### config.mk
export PLATFORM = sky130hd
export DESIGN_NAME = id_ex_ctrl_pipe
export DESIGN_NICKNAME = d
export VERILOG_FILES = /design/src/rtl/id_ex_ctrl_pipe_pkg.sv /design/src/rtl/id_ex_ctrl_pipe_main_decoder.sv /design/src/rtl/id_ex_ctrl_pipe.sv
export SDC_FILE = /design/constraint.sdc
export NUM_CORES = 1
export LEC_CHECK = 0
export ABC_CLOCK_PERIOD_IN_PS = 5600
export CELL_PAD_IN_SITES_DETAIL_PLACEMENT = 0
export CELL_PAD_IN_SITES_GLOBAL_PLACEMENT = 1
export CORE_UTILIZATION = 30
export CTS_BUF_LIST = sky130_fd_sc_hd__clkbuf_16
export CTS_CLUSTER_DIAMETER = 50
export DETAILED_ROUTE_END_ITERATION = 16
export DONT_BUFFER_PORTS = 1
export GPL_TIMING_DRIVEN = 0
export MAX_ROUTING_LAYER = met4
export PLACE_DENSITY = 0.66
export REMOVE_ABC_BUFFERS = 1
export SYNTH_ARGS = -nofsm -noshare
export SYNTH_HDL_FRONTEND = slang
export SYNTH_SLANG_ARGS = --single-unit
### constraint.sdc
create_clock -name clk -period 5.6 [get_ports clk]
set_input_delay 1.12 -clock clk [delete_from_list [all_inputs] [get_ports clk]]
set_output_delay 1.12 -clock clk [all_outputs]
set_load 0.02 [all_outputs]
### src/rtl/id_ex_ctrl_pipe_pkg.sv
// -----------------------------------------------------------------------------
// id_ex_ctrl_pipe_pkg
// Shared definitions for the ID/EX control stage: opcode and R-type funct
// encodings, the 3-bit base ALU control codes (zero-extended by users when
// ALU_CTRL_W > 3), the link register index and the control-bit bundle that
// travels from the decoder into the EX pipeline register.
// No ports; imported by id_ex_ctrl_pipe and id_ex_ctrl_pipe_main_decoder.
// -----------------------------------------------------------------------------
package id_ex_ctrl_pipe_pkg;

    localparam int INSTR_W = 32;

    // Primary opcodes, instr[31:26]
    localparam logic [5:0] OP_RTYPE = 6'b000000;
    localparam logic [5:0] OP_ADDI  = 6'b001000;
    localparam logic [5:0] OP_LW    = 6'b100011;
    localparam logic [5:0] OP_SW    = 6'b101011;
    localparam logic [5:0] OP_BEQ   = 6'b000100;
    localparam logic [5:0] OP_ANDI  = 6'b001100;
    localparam logic [5:0] OP_J     = 6'b000010;
    localparam logic [5:0] OP_ORI   = 6'b001101;
    localparam logic [5:0] OP_SLTI  = 6'b001010;
    localparam logic [5:0] OP_BNE   = 6'b000101;
    localparam logic [5:0] OP_JAL   = 6'b000011;

    // R-type funct field, instr[5:0]
    localparam logic [5:0] FN_ADD = 6'b100000;
    localparam logic [5:0] FN_SUB = 6'b100010;
    localparam logic [5:0] FN_AND = 6'b100100;
    localparam logic [5:0] FN_OR  = 6'b100101;
    localparam logic [5:0] FN_SLT = 6'b101010;

    // Base ALU control codes
    localparam int         ALU_BASE_W = 3;
    localparam logic [2:0] ALU_ADD = 3'b010;
    localparam logic [2:0] ALU_SUB = 3'b110;
    localparam logic [2:0] ALU_AND = 3'b000;
    localparam logic [2:0] ALU_OR  = 3'b001;
    localparam logic [2:0] ALU_SLT = 3'b111;
    localparam logic [2:0] ALU_NOP = 3'b100;

    // JAL writes the return address here
    localparam int LINK_REG = 31;

    // Single-bit controls carried into EX
    typedef struct packed {
        logic reg_write;
        logic mem_read;
        logic mem_write;
        logic mem_to_reg;
        logic alu_src;
        logic branch;
        logic branch_ne;
        logic jump;
        logic link;
        logic illegal;
    } ctrl_bits_t;

    localparam ctrl_bits_t CTRL_NONE = '0;

endpackage

### src/rtl/id_ex_ctrl_pipe_main_decoder.sv
// -----------------------------------------------------------------------------
// id_ex_ctrl_pipe_main_decoder
// Purely combinational instruction decoder for the ID/EX control stage.
// Ports:
//   instr     in   32          instruction word from IF/ID
//   ctrl      out  ctrl_bits_t single-bit controls, including the illegal flag
//   alu_ctrl  out  ALU_CTRL_W  ALU control code (zero-extended base code)
//   wr_addr   out  REG_ADDR_W  resolved destination register (0 if no write)
//   rs, rt    out  REG_ADDR_W  source register fields
//   uses_rt   out  1           instruction reads rt as an operand
// -----------------------------------------------------------------------------
module id_ex_ctrl_pipe_main_decoder
    import id_ex_ctrl_pipe_pkg::*;
#(
    parameter int ALU_CTRL_W = 3,
    parameter int REG_ADDR_W = 5,
    parameter bit EN_EXT_OPS = 1'b1
) (
    input  logic [INSTR_W-1:0]    instr,
    output ctrl_bits_t            ctrl,
    output logic [ALU_CTRL_W-1:0] alu_ctrl,
    output logic [REG_ADDR_W-1:0] wr_addr,
    output logic [REG_ADDR_W-1:0] rs,
    output logic [REG_ADDR_W-1:0] rt,
    output logic                  uses_rt
);

    logic [5:0]            opcode;
    logic [5:0]            funct;
    logic [REG_ADDR_W-1:0] rd;
    logic                  unused_shamt;

    assign opcode       = instr[31:26];
    assign funct        = instr[5:0];
    assign rs           = REG_ADDR_W'(instr[25:21]);
    assign rt           = REG_ADDR_W'(instr[20:16]);
    assign rd           = REG_ADDR_W'(instr[15:11]);
    assign unused_shamt = ^instr[10:6];

    // Control table. Everything defaults to "no effect"; each opcode only
    // raises the controls it needs. Extension opcodes fall through to
    // illegal when EN_EXT_OPS is clear so the hardware simply disappears.
    always_comb begin
        ctrl     = CTRL_NONE;
        alu_ctrl = ALU_CTRL_W'(ALU_NOP);
        wr_addr  = '0;
        uses_rt  = 1'b0;
        case (opcode)
            OP_RTYPE: begin
                uses_rt        = 1'b1;
                ctrl.reg_write = 1'b1;
                wr_addr        = rd;
                case (funct)
                    FN_ADD:  alu_ctrl = ALU_CTRL_W'(ALU_ADD);
                    FN_SUB:  alu_ctrl = ALU_CTRL_W'(ALU_SUB);
                    FN_AND:  alu_ctrl = ALU_CTRL_W'(ALU_AND);
                    FN_OR:   alu_ctrl = ALU_CTRL_W'(ALU_OR);
                    FN_SLT:  alu_ctrl = ALU_CTRL_W'(ALU_SLT);
                    default: begin
                        ctrl.illegal   = 1'b1;
                        ctrl.reg_write = 1'b0;
                        wr_addr        = '0;
                    end
                endcase
            end
            OP_ADDI: begin
                ctrl.reg_write = 1'b1;
                ctrl.alu_src   = 1'b1;
                alu_ctrl       = ALU_CTRL_W'(ALU_ADD);
                wr_addr        = rt;
            end
            OP_ANDI: begin
                ctrl.reg_write = 1'b1;
                ctrl.alu_src   = 1'b1;
                alu_ctrl       = ALU_CTRL_W'(ALU_AND);
                wr_addr        = rt;
            end
            OP_LW: begin
                ctrl.reg_write  = 1'b1;
                ctrl.mem_read   = 1'b1;
                ctrl.mem_to_reg = 1'b1;
                ctrl.alu_src    = 1'b1;
                alu_ctrl        = ALU_CTRL_W'(ALU_ADD);
                wr_addr         = rt;
            end
            OP_SW: begin
                uses_rt        = 1'b1;
                ctrl.mem_write = 1'b1;
                ctrl.alu_src   = 1'b1;
                alu_ctrl       = ALU_CTRL_W'(ALU_ADD);
            end
            OP_BEQ: begin
                uses_rt     = 1'b1;
                ctrl.branch = 1'b1;
                alu_ctrl    = ALU_CTRL_W'(ALU_SUB);
            end
            OP_J: begin
                ctrl.jump = 1'b1;
            end
            OP_ORI: begin
                if (EN_EXT_OPS) begin
                    ctrl.reg_write = 1'b1;
                    ctrl.alu_src   = 1'b1;
                    alu_ctrl       = ALU_CTRL_W'(ALU_OR);
                    wr_addr        = rt;
                end else begin
                    ctrl.illegal = 1'b1;
                end
            end
            OP_SLTI: begin
                if (EN_EXT_OPS) begin
                    ctrl.reg_write = 1'b1;
                    ctrl.alu_src   = 1'b1;
                    alu_ctrl       = ALU_CTRL_W'(ALU_SLT);
                    wr_addr        = rt;
                end else begin
                    ctrl.illegal = 1'b1;
                end
            end
            OP_BNE: begin
                if (EN_EXT_OPS) begin
                    uses_rt        = 1'b1;
                    ctrl.branch_ne = 1'b1;
                    alu_ctrl       = ALU_CTRL_W'(ALU_SUB);
                end else begin
                    ctrl.illegal = 1'b1;
                end
            end
            OP_JAL: begin
                if (EN_EXT_OPS) begin
                    ctrl.jump      = 1'b1;
                    ctrl.link      = 1'b1;
                    ctrl.reg_write = 1'b1;
                    wr_addr        = REG_ADDR_W'(LINK_REG);
                end else begin
                    ctrl.illegal = 1'b1;
                end
            end
            default: begin
                ctrl.illegal = 1'b1;
            end
        endcase
    end

endmodule

### src/rtl/id_ex_ctrl_pipe.sv
// -----------------------------------------------------------------------------
// id_ex_ctrl_pipe
// Decode plus ID/EX pipeline register for the control path. Decodes the IF/ID
// instruction, detects load-use hazards, handles hold/flush and registers the
// control bundle into EX with one cycle of latency. Counts illegal
// instructions accepted into EX with a saturating counter.
// Ports:
//   clk, rst        clock, synchronous active-high reset
//   id_valid        id_instr holds a real instruction
//   id_instr        32-bit instruction word
//   hold            downstream stall, freezes the stage
//   flush           taken branch/jump, kill the ID instruction
//   stall_id        load-use stall request to IF/ID
//   ex_*            registered EX-stage controls, addresses and flags
//   ill_count       saturating illegal-instruction count
// -----------------------------------------------------------------------------
module id_ex_ctrl_pipe
    import id_ex_ctrl_pipe_pkg::*;
#(
    parameter int ALU_CTRL_W = 3,
    parameter int REG_ADDR_W = 5,
    parameter bit EN_EXT_OPS = 1'b1,
    parameter int ILL_CNT_W  = 8
) (
    input  logic                  clk,
    input  logic                  rst,
    input  logic                  id_valid,
    input  logic [INSTR_W-1:0]    id_instr,
    input  logic                  hold,
    input  logic                  flush,
    output logic                  stall_id,
    output logic                  ex_valid,
    output logic                  ex_reg_write,
    output logic                  ex_mem_read,
    output logic                  ex_mem_write,
    output logic                  ex_mem_to_reg,
    output logic                  ex_alu_src,
    output logic                  ex_branch,
    output logic                  ex_branch_ne,
    output logic                  ex_jump,
    output logic                  ex_link,
    output logic [ALU_CTRL_W-1:0] ex_alu_ctrl,
    output logic [REG_ADDR_W-1:0] ex_wr_addr,
    output logic [REG_ADDR_W-1:0] ex_rs,
    output logic [REG_ADDR_W-1:0] ex_rt,
    output logic                  ex_illegal,
    output logic [ILL_CNT_W-1:0]  ill_count
);

    ctrl_bits_t            dec_ctrl;
    logic [ALU_CTRL_W-1:0] dec_alu_ctrl;
    logic [REG_ADDR_W-1:0] dec_wr_addr;
    logic [REG_ADDR_W-1:0] dec_rs;
    logic [REG_ADDR_W-1:0] dec_rt;
    logic                  dec_uses_rt;

    logic                  ex_valid_q,    ex_valid_d;
    ctrl_bits_t            ex_ctrl_q,     ex_ctrl_d;
    logic [ALU_CTRL_W-1:0] ex_alu_ctrl_q, ex_alu_ctrl_d;
    logic [REG_ADDR_W-1:0] ex_wr_addr_q,  ex_wr_addr_d;
    logic [REG_ADDR_W-1:0] ex_rs_q,       ex_rs_d;
    logic [REG_ADDR_W-1:0] ex_rt_q,       ex_rt_d;
    logic                  flush_pend_q,  flush_pend_d;
    logic [ILL_CNT_W-1:0]  ill_count_q,   ill_count_d;

    logic                  load_use;

    id_ex_ctrl_pipe_main_decoder #(
        .ALU_CTRL_W (ALU_CTRL_W),
        .REG_ADDR_W (REG_ADDR_W),
        .EN_EXT_OPS (EN_EXT_OPS)
    ) u_main_decoder (
        .instr    (id_instr),
        .ctrl     (dec_ctrl),
        .alu_ctrl (dec_alu_ctrl),
        .wr_addr  (dec_wr_addr),
        .rs       (dec_rs),
        .rt       (dec_rt),
        .uses_rt  (dec_uses_rt)
    );

    // Load-use hazard: the load in EX produces a value the ID instruction
    // reads. Writes to register 0 are discarded, so they never hazard.
    // While hold is asserted IF/ID is frozen anyway, so the request is masked.
    always_comb begin
        load_use = ex_valid_q && ex_ctrl_q.mem_read && (ex_wr_addr_q != '0)
                   && id_valid
                   && ((ex_wr_addr_q == dec_rs)
                       || (dec_uses_rt && (ex_wr_addr_q == dec_rt)));
        stall_id = load_use && !hold;
    end

    // Next EX contents. Hold keeps every register and only remembers a flush
    // so it can be applied on the first free edge. Any other edge starts from
    // a bubble and loads the decoded instruction only if nothing kills it.
    // flush_pend is always consumed on a non-hold edge.
    always_comb begin
        ex_valid_d    = ex_valid_q;
        ex_ctrl_d     = ex_ctrl_q;
        ex_alu_ctrl_d = ex_alu_ctrl_q;
        ex_wr_addr_d  = ex_wr_addr_q;
        ex_rs_d       = ex_rs_q;
        ex_rt_d       = ex_rt_q;
        flush_pend_d  = flush_pend_q;
        ill_count_d   = ill_count_q;
        if (hold) begin
            if (flush) begin
                flush_pend_d = 1'b1;
            end
        end else begin
            ex_valid_d    = 1'b0;
            ex_ctrl_d     = CTRL_NONE;
            ex_alu_ctrl_d = ALU_CTRL_W'(ALU_NOP);
            ex_wr_addr_d  = '0;
            ex_rs_d       = '0;
            ex_rt_d       = '0;
            flush_pend_d  = 1'b0;
            if (!flush && !flush_pend_q && !load_use && id_valid) begin
                ex_valid_d = 1'b1;
                if (dec_ctrl.illegal) begin
                    // Illegal instructions travel as a marked bubble
                    ex_ctrl_d.illegal = 1'b1;
                    if (ill_count_q != '1) begin
                        ill_count_d = ill_count_q + ILL_CNT_W'(1);
                    end
                end else begin
                    ex_ctrl_d     = dec_ctrl;
                    ex_alu_ctrl_d = dec_alu_ctrl;
                    ex_wr_addr_d  = dec_wr_addr;
                    ex_rs_d       = dec_rs;
                    ex_rt_d       = dec_rt;
                end
            end
        end
    end

    // EX pipeline register, pending-flush flag and illegal counter
    always_ff @(posedge clk) begin
        if (rst) begin
            ex_valid_q    <= 1'b0;
            ex_ctrl_q     <= CTRL_NONE;
            ex_alu_ctrl_q <= ALU_CTRL_W'(ALU_NOP);
            ex_wr_addr_q  <= '0;
            ex_rs_q       <= '0;
            ex_rt_q       <= '0;
            flush_pend_q  <= 1'b0;
            ill_count_q   <= '0;
        end else begin
            ex_valid_q    <= ex_valid_d;
            ex_ctrl_q     <= ex_ctrl_d;
            ex_alu_ctrl_q <= ex_alu_ctrl_d;
            ex_wr_addr_q  <= ex_wr_addr_d;
            ex_rs_q       <= ex_rs_d;
            ex_rt_q       <= ex_rt_d;
            flush_pend_q  <= flush_pend_d;
            ill_count_q   <= ill_count_d;
        end
    end

    assign ex_valid      = ex_valid_q;
    assign ex_reg_write  = ex_ctrl_q.reg_write;
    assign ex_mem_read   = ex_ctrl_q.mem_read;
    assign ex_mem_write  = ex_ctrl_q.mem_write;
    assign ex_mem_to_reg = ex_ctrl_q.mem_to_reg;
    assign ex_alu_src    = ex_ctrl_q.alu_src;
    assign ex_branch     = ex_ctrl_q.branch;
    assign ex_branch_ne  = ex_ctrl_q.branch_ne;
    assign ex_jump       = ex_ctrl_q.jump;
    assign ex_link       = ex_ctrl_q.link;
    assign ex_illegal    = ex_ctrl_q.illegal;
    assign ex_alu_ctrl   = ex_alu_ctrl_q;
    assign ex_wr_addr    = ex_wr_addr_q;
    assign ex_rs         = ex_rs_q;
    assign ex_rt         = ex_rt_q;
    assign ill_count     = ill_count_q;

endmodule
==> metrics.md <==
| Metric | Value |
|---|---|
| Main combinational cell family by area after synthesis | compound AO/OA/AOI/OAI gates |
| Worst-Skew Late Latency | 0.27 ns |
| Die Area | about 6800 um^2 |
| MaxCap Viol Count | 0 |
| Share of post-route cells with drive strength above 1 | 0.0657 |
| Post-Synth XOR/XNOR Area | 0.0451 |
| CTS max path bufs | 2 |
| Wire per inst | 17.7 um |
| Reg2Reg Capture Point | ex_mem_write$_SDFFE_PP0N_ |
| Worst Setup Slack, final | slightly above 2 ns |
| Yosys reg bits | 37 |
| DR vias | between 1500 and 2000 |
| Adder-Cell Fraction of Synth Area | 0.00644 |
| DRC viols | 0 |
| Core area | 6100 um^2 |
| Post-CTS Resized | 0 |
| Post-CTS Setup Inserts | 0 |
| Fmax | 282 MHz |
| Grt ovf | 0 |
| CTS Sinks | 37 |
| Layout area overhead | 9.02% |
| 1st-iter DRT viols | ~150 |
| Largest net degree at the start of global routing | 21 |
| DIE WIDTH | between 80 and 90 um |
| Hold Buf Count CTS | 0 |
| First-pass GRT wire length | a little under 8 mm |
| # diodes | 0 |
| I/O pin count | between 70 and 80 |
| Slew Viols, Final | 0 |
| IO buf count | 0 |
| Worst-margin pin slew | between 1 and 1.5 ns |
| Worst setup path endpoint | stall_id |
| Sequential-to-total area share from yosys stat | 0.381 |
| Setup Skew | between 0.003 and 0.004 ns |
| Critical path origin | id_instr[28] |
| Vias in the first global route | between 1500 and 2000 |
| WP data required | around 4.5 ns |
| CP Launch Type | input pin |
| Multiplexer share of the synthesized area | 0.00580 |
| Post-synthesis simple-gate area fraction | 0.233 |
| Setup CP Type | in -> out |
| Drt pass-1 iters | 4 |
| Cts bufs inserted | 5 |
| Core Rows | 28 |
| Vert. Die Dim | about 80 um |
| Via-to-Cell Ratio | approximately 5.8 |
| Post-synthesis compound-gate area fraction | 0.277 |
| Dpl ws | between 1.5 and 2 ns |
| Ys async rst share | 0 |
| Post-DP HPWL | approximately 3.8 mm |
| Hold crit path type | reg -> reg |
| Aggregate global-route resource usage | 0.158 |
| R2R depth | 6 |
| CTS clk-pin slew, worst paths | 0.05 ns |
| CTS HTree Levels | 2 |
| Avg Synthesized Cell Area | 8.91 um^2 |
| ANT nets after route | 0 |
| Post-synth EDFFs | 0 |
| Maximum fanout along the worst path | 11 |
| Worst R2R Start | ex_wr_addr[1]$_SDFFE_PP0N_ |
| Net count, final | 251 |
| Root Driver | clkbuf_16 |
| Peak supply drop | 0.147 mV |
| Yosys warning count | 0 |
| Final period util | 0.633 |
| CP arrival | ~2.4 ns |
| Initial Utilization | 0.319 |
| Total routed wirelength | ~5.1 mm |
| Setup_tns | 0 ns |
| Slew margin rel. | 0.191 |
| GP Congestion | 0.774 |
| Final number of hold-violating endpoints | 0 |
| Power density cells | 268 nW/um^2 |
| Outcome | finished clean |
| CTS tree | yes |
| Minimum clock period | 3.55 ns |
| Yosys cell types | 55 |
| Crit. End Element | output port |
| Worst R2R Setup Slack | 2.68 ns |
| Lkg Pwr | 0.740 nW |
| Post-synth top flop | dfxtp_1 |
| Final setup fails | 0 |
| RSZ-0062 raised after global routing | no |
| Cells after synthesis | approximately 220 |
| Cell area after synthesis | roughly 2000 um^2 |
| Initial antenna violation count | 0 |
## state kept, by name (all words and copies together), names as in the netlist
register      cells
ex_alu_ctrl       3
ex_alu_src        1
ex_branch         1
ex_branch_ne      1
ex_illegal        1
ex_jump           1
ex_link           1
ex_mem_read       1
ex_mem_write      1
ex_reg_write      1
ex_rs             5
ex_rt             5
ex_valid          1
ex_wr_addr        5
flush_pend_q      1
ill_count         8
## final cells by class
| type | instances | area (um^2) |
|---|---|---|
| tap | 75 | 93.8 |
| sequential | 37 | 741 |
| fill | 667 | 3980 |
| clock buffer | 5 | 125 |
| multi-input combinational | 161 | 1100 |
| inverter | 7 | 26.3 |
| timing repair buffer | 1 | 15.0 |
| clock inverter | 2 | 11.3 |
## layout by cell type (no fill, tap or decap), types with 2 or more instances in the layout
cell type / count
a21o_1: 2
a21oi_1: 8
a22o_1: 16
a22oi_1: 2
a31o_1: 2
a31oi_1: 2
a32o_1: 9
and3_1: 3
clkbuf_16: 5
dfxtp_1: 37
inv_1: 6
nand2_1: 9
nand2b_1: 3
nand3_1: 7
nand4_1: 4
nor2_1: 21
nor2b_1: 6
nor3_1: 4
nor3b_1: 2
o211ai_1: 2
o21ai_0: 10
o21bai_1: 2
o31ai_1: 4
or2_1: 2
or4_1: 7
xnor2_1: 7
xor2_1: 3
## cell families (layout without fill, tap and decap cells)
kind of cell	Yosys count	after routing
simple gates	80	80
compound gates	69	69
flops	37	37
buf+inv	20	15
xor+xnor	10	10
fa+ha+maj	1	1
mux	1	1
## routing by layer
metal,track usage,wire [um],up-vias
li1,-,-,825
met4,0.0316,13,0
met1,0.201,2290,772
met5,-,0,-
met3,0.0703,464,2
met2,0.231,2330,57
## where the power goes
part           total [W]  internal [W]  leakage, nW  switching, W
sequential      0.000269      0.000265        0.298    0.00000356
combinational  0.0000348     0.0000145        0.378     0.0000204
clock           0.000263      0.000161       0.0633      0.000102
total           0.000566      0.000440        0.740      0.000126
## stage by stage
stage	total power, W	hold slack, ns	area, um^2	util	cells
floorplan	0.000301	0.433	1870	-	205
global placement	0.000308	0.438	1960	0.322	280
detailed placement	0.000310	0.452	1980	0.325	281
CTS	0.000575	0.465	2120	0.347	288
global route	0.000592	0.494	2120	0.347	288
finish	0.000566	0.460	2120	0.347	288
## how the worst min path moves through the flow
| stage | startpoint | to | slack (ns) | cells after the start |
|---|---|---|---|---|
| final | flush_pend_q$_SDFFE_PP0P_ | flush_pend_q$_SDFFE_PP0P_ | 0.46 | 1 |
| after global routing | flush_pend_q$_SDFFE_PP0P_ | flush_pend_q$_SDFFE_PP0P_ | 0.49 | 1 |
| after CTS | flush_pend_q$_SDFFE_PP0P_ | flush_pend_q$_SDFFE_PP0P_ | 0.46 | 1 |
| after detailed placement | flush_pend_q$_SDFFE_PP0P_ | flush_pend_q$_SDFFE_PP0P_ | 0.45 | 1 |
| after global placement | flush_pend_q$_SDFFE_PP0P_ | flush_pend_q$_SDFFE_PP0P_ | 0.44 | 1 |
| after floorplan | flush_pend_q$_SDFFE_PP0P_ | flush_pend_q$_SDFFE_PP0P_ | 0.43 | 1 |
## worst max-delay path: stages
cell	delay, ns
and4b_1	0.30
a32oi_1	0.10
nor4b_1	0.47
nor2b_1	0.11
nor2_1	0.32
## cell usage after synthesis, drive strengths merged, types with 2 or more instances
cell type / number / area, um^2
inv: 7 / 26.3
a21oi: 8 / 40.0
clkbuf: 7 / 26.3
nand4: 4 / 25.0
a22oi: 2 / 15.0
nor4: 2 / 18.8
xor2: 3 / 26.3
a31oi: 2 / 12.5
a22o: 16 / 140
nor2: 21 / 78.8
nand3: 7 / 35.0
o21ai: 10 / 50.1
and3: 3 / 18.8
nor2b: 7 / 43.8
or2: 3 / 18.8
or4: 7 / 52.6
xnor2: 7 / 61.3
o211ai: 2 / 15.0
o21bai: 2 / 15.0
buf: 6 / 46.3
a31o: 2 / 17.5
a32o: 9 / 90.1
nand2b: 3 / 18.8
dfxtp: 37 / 741
nor3: 5 / 36.3
nor3b: 2 / 15.0
o31ai: 4 / 30.0
a21o: 2 / 15.0
nand2: 9 / 33.8
Power figures use the tool's default switching activity.
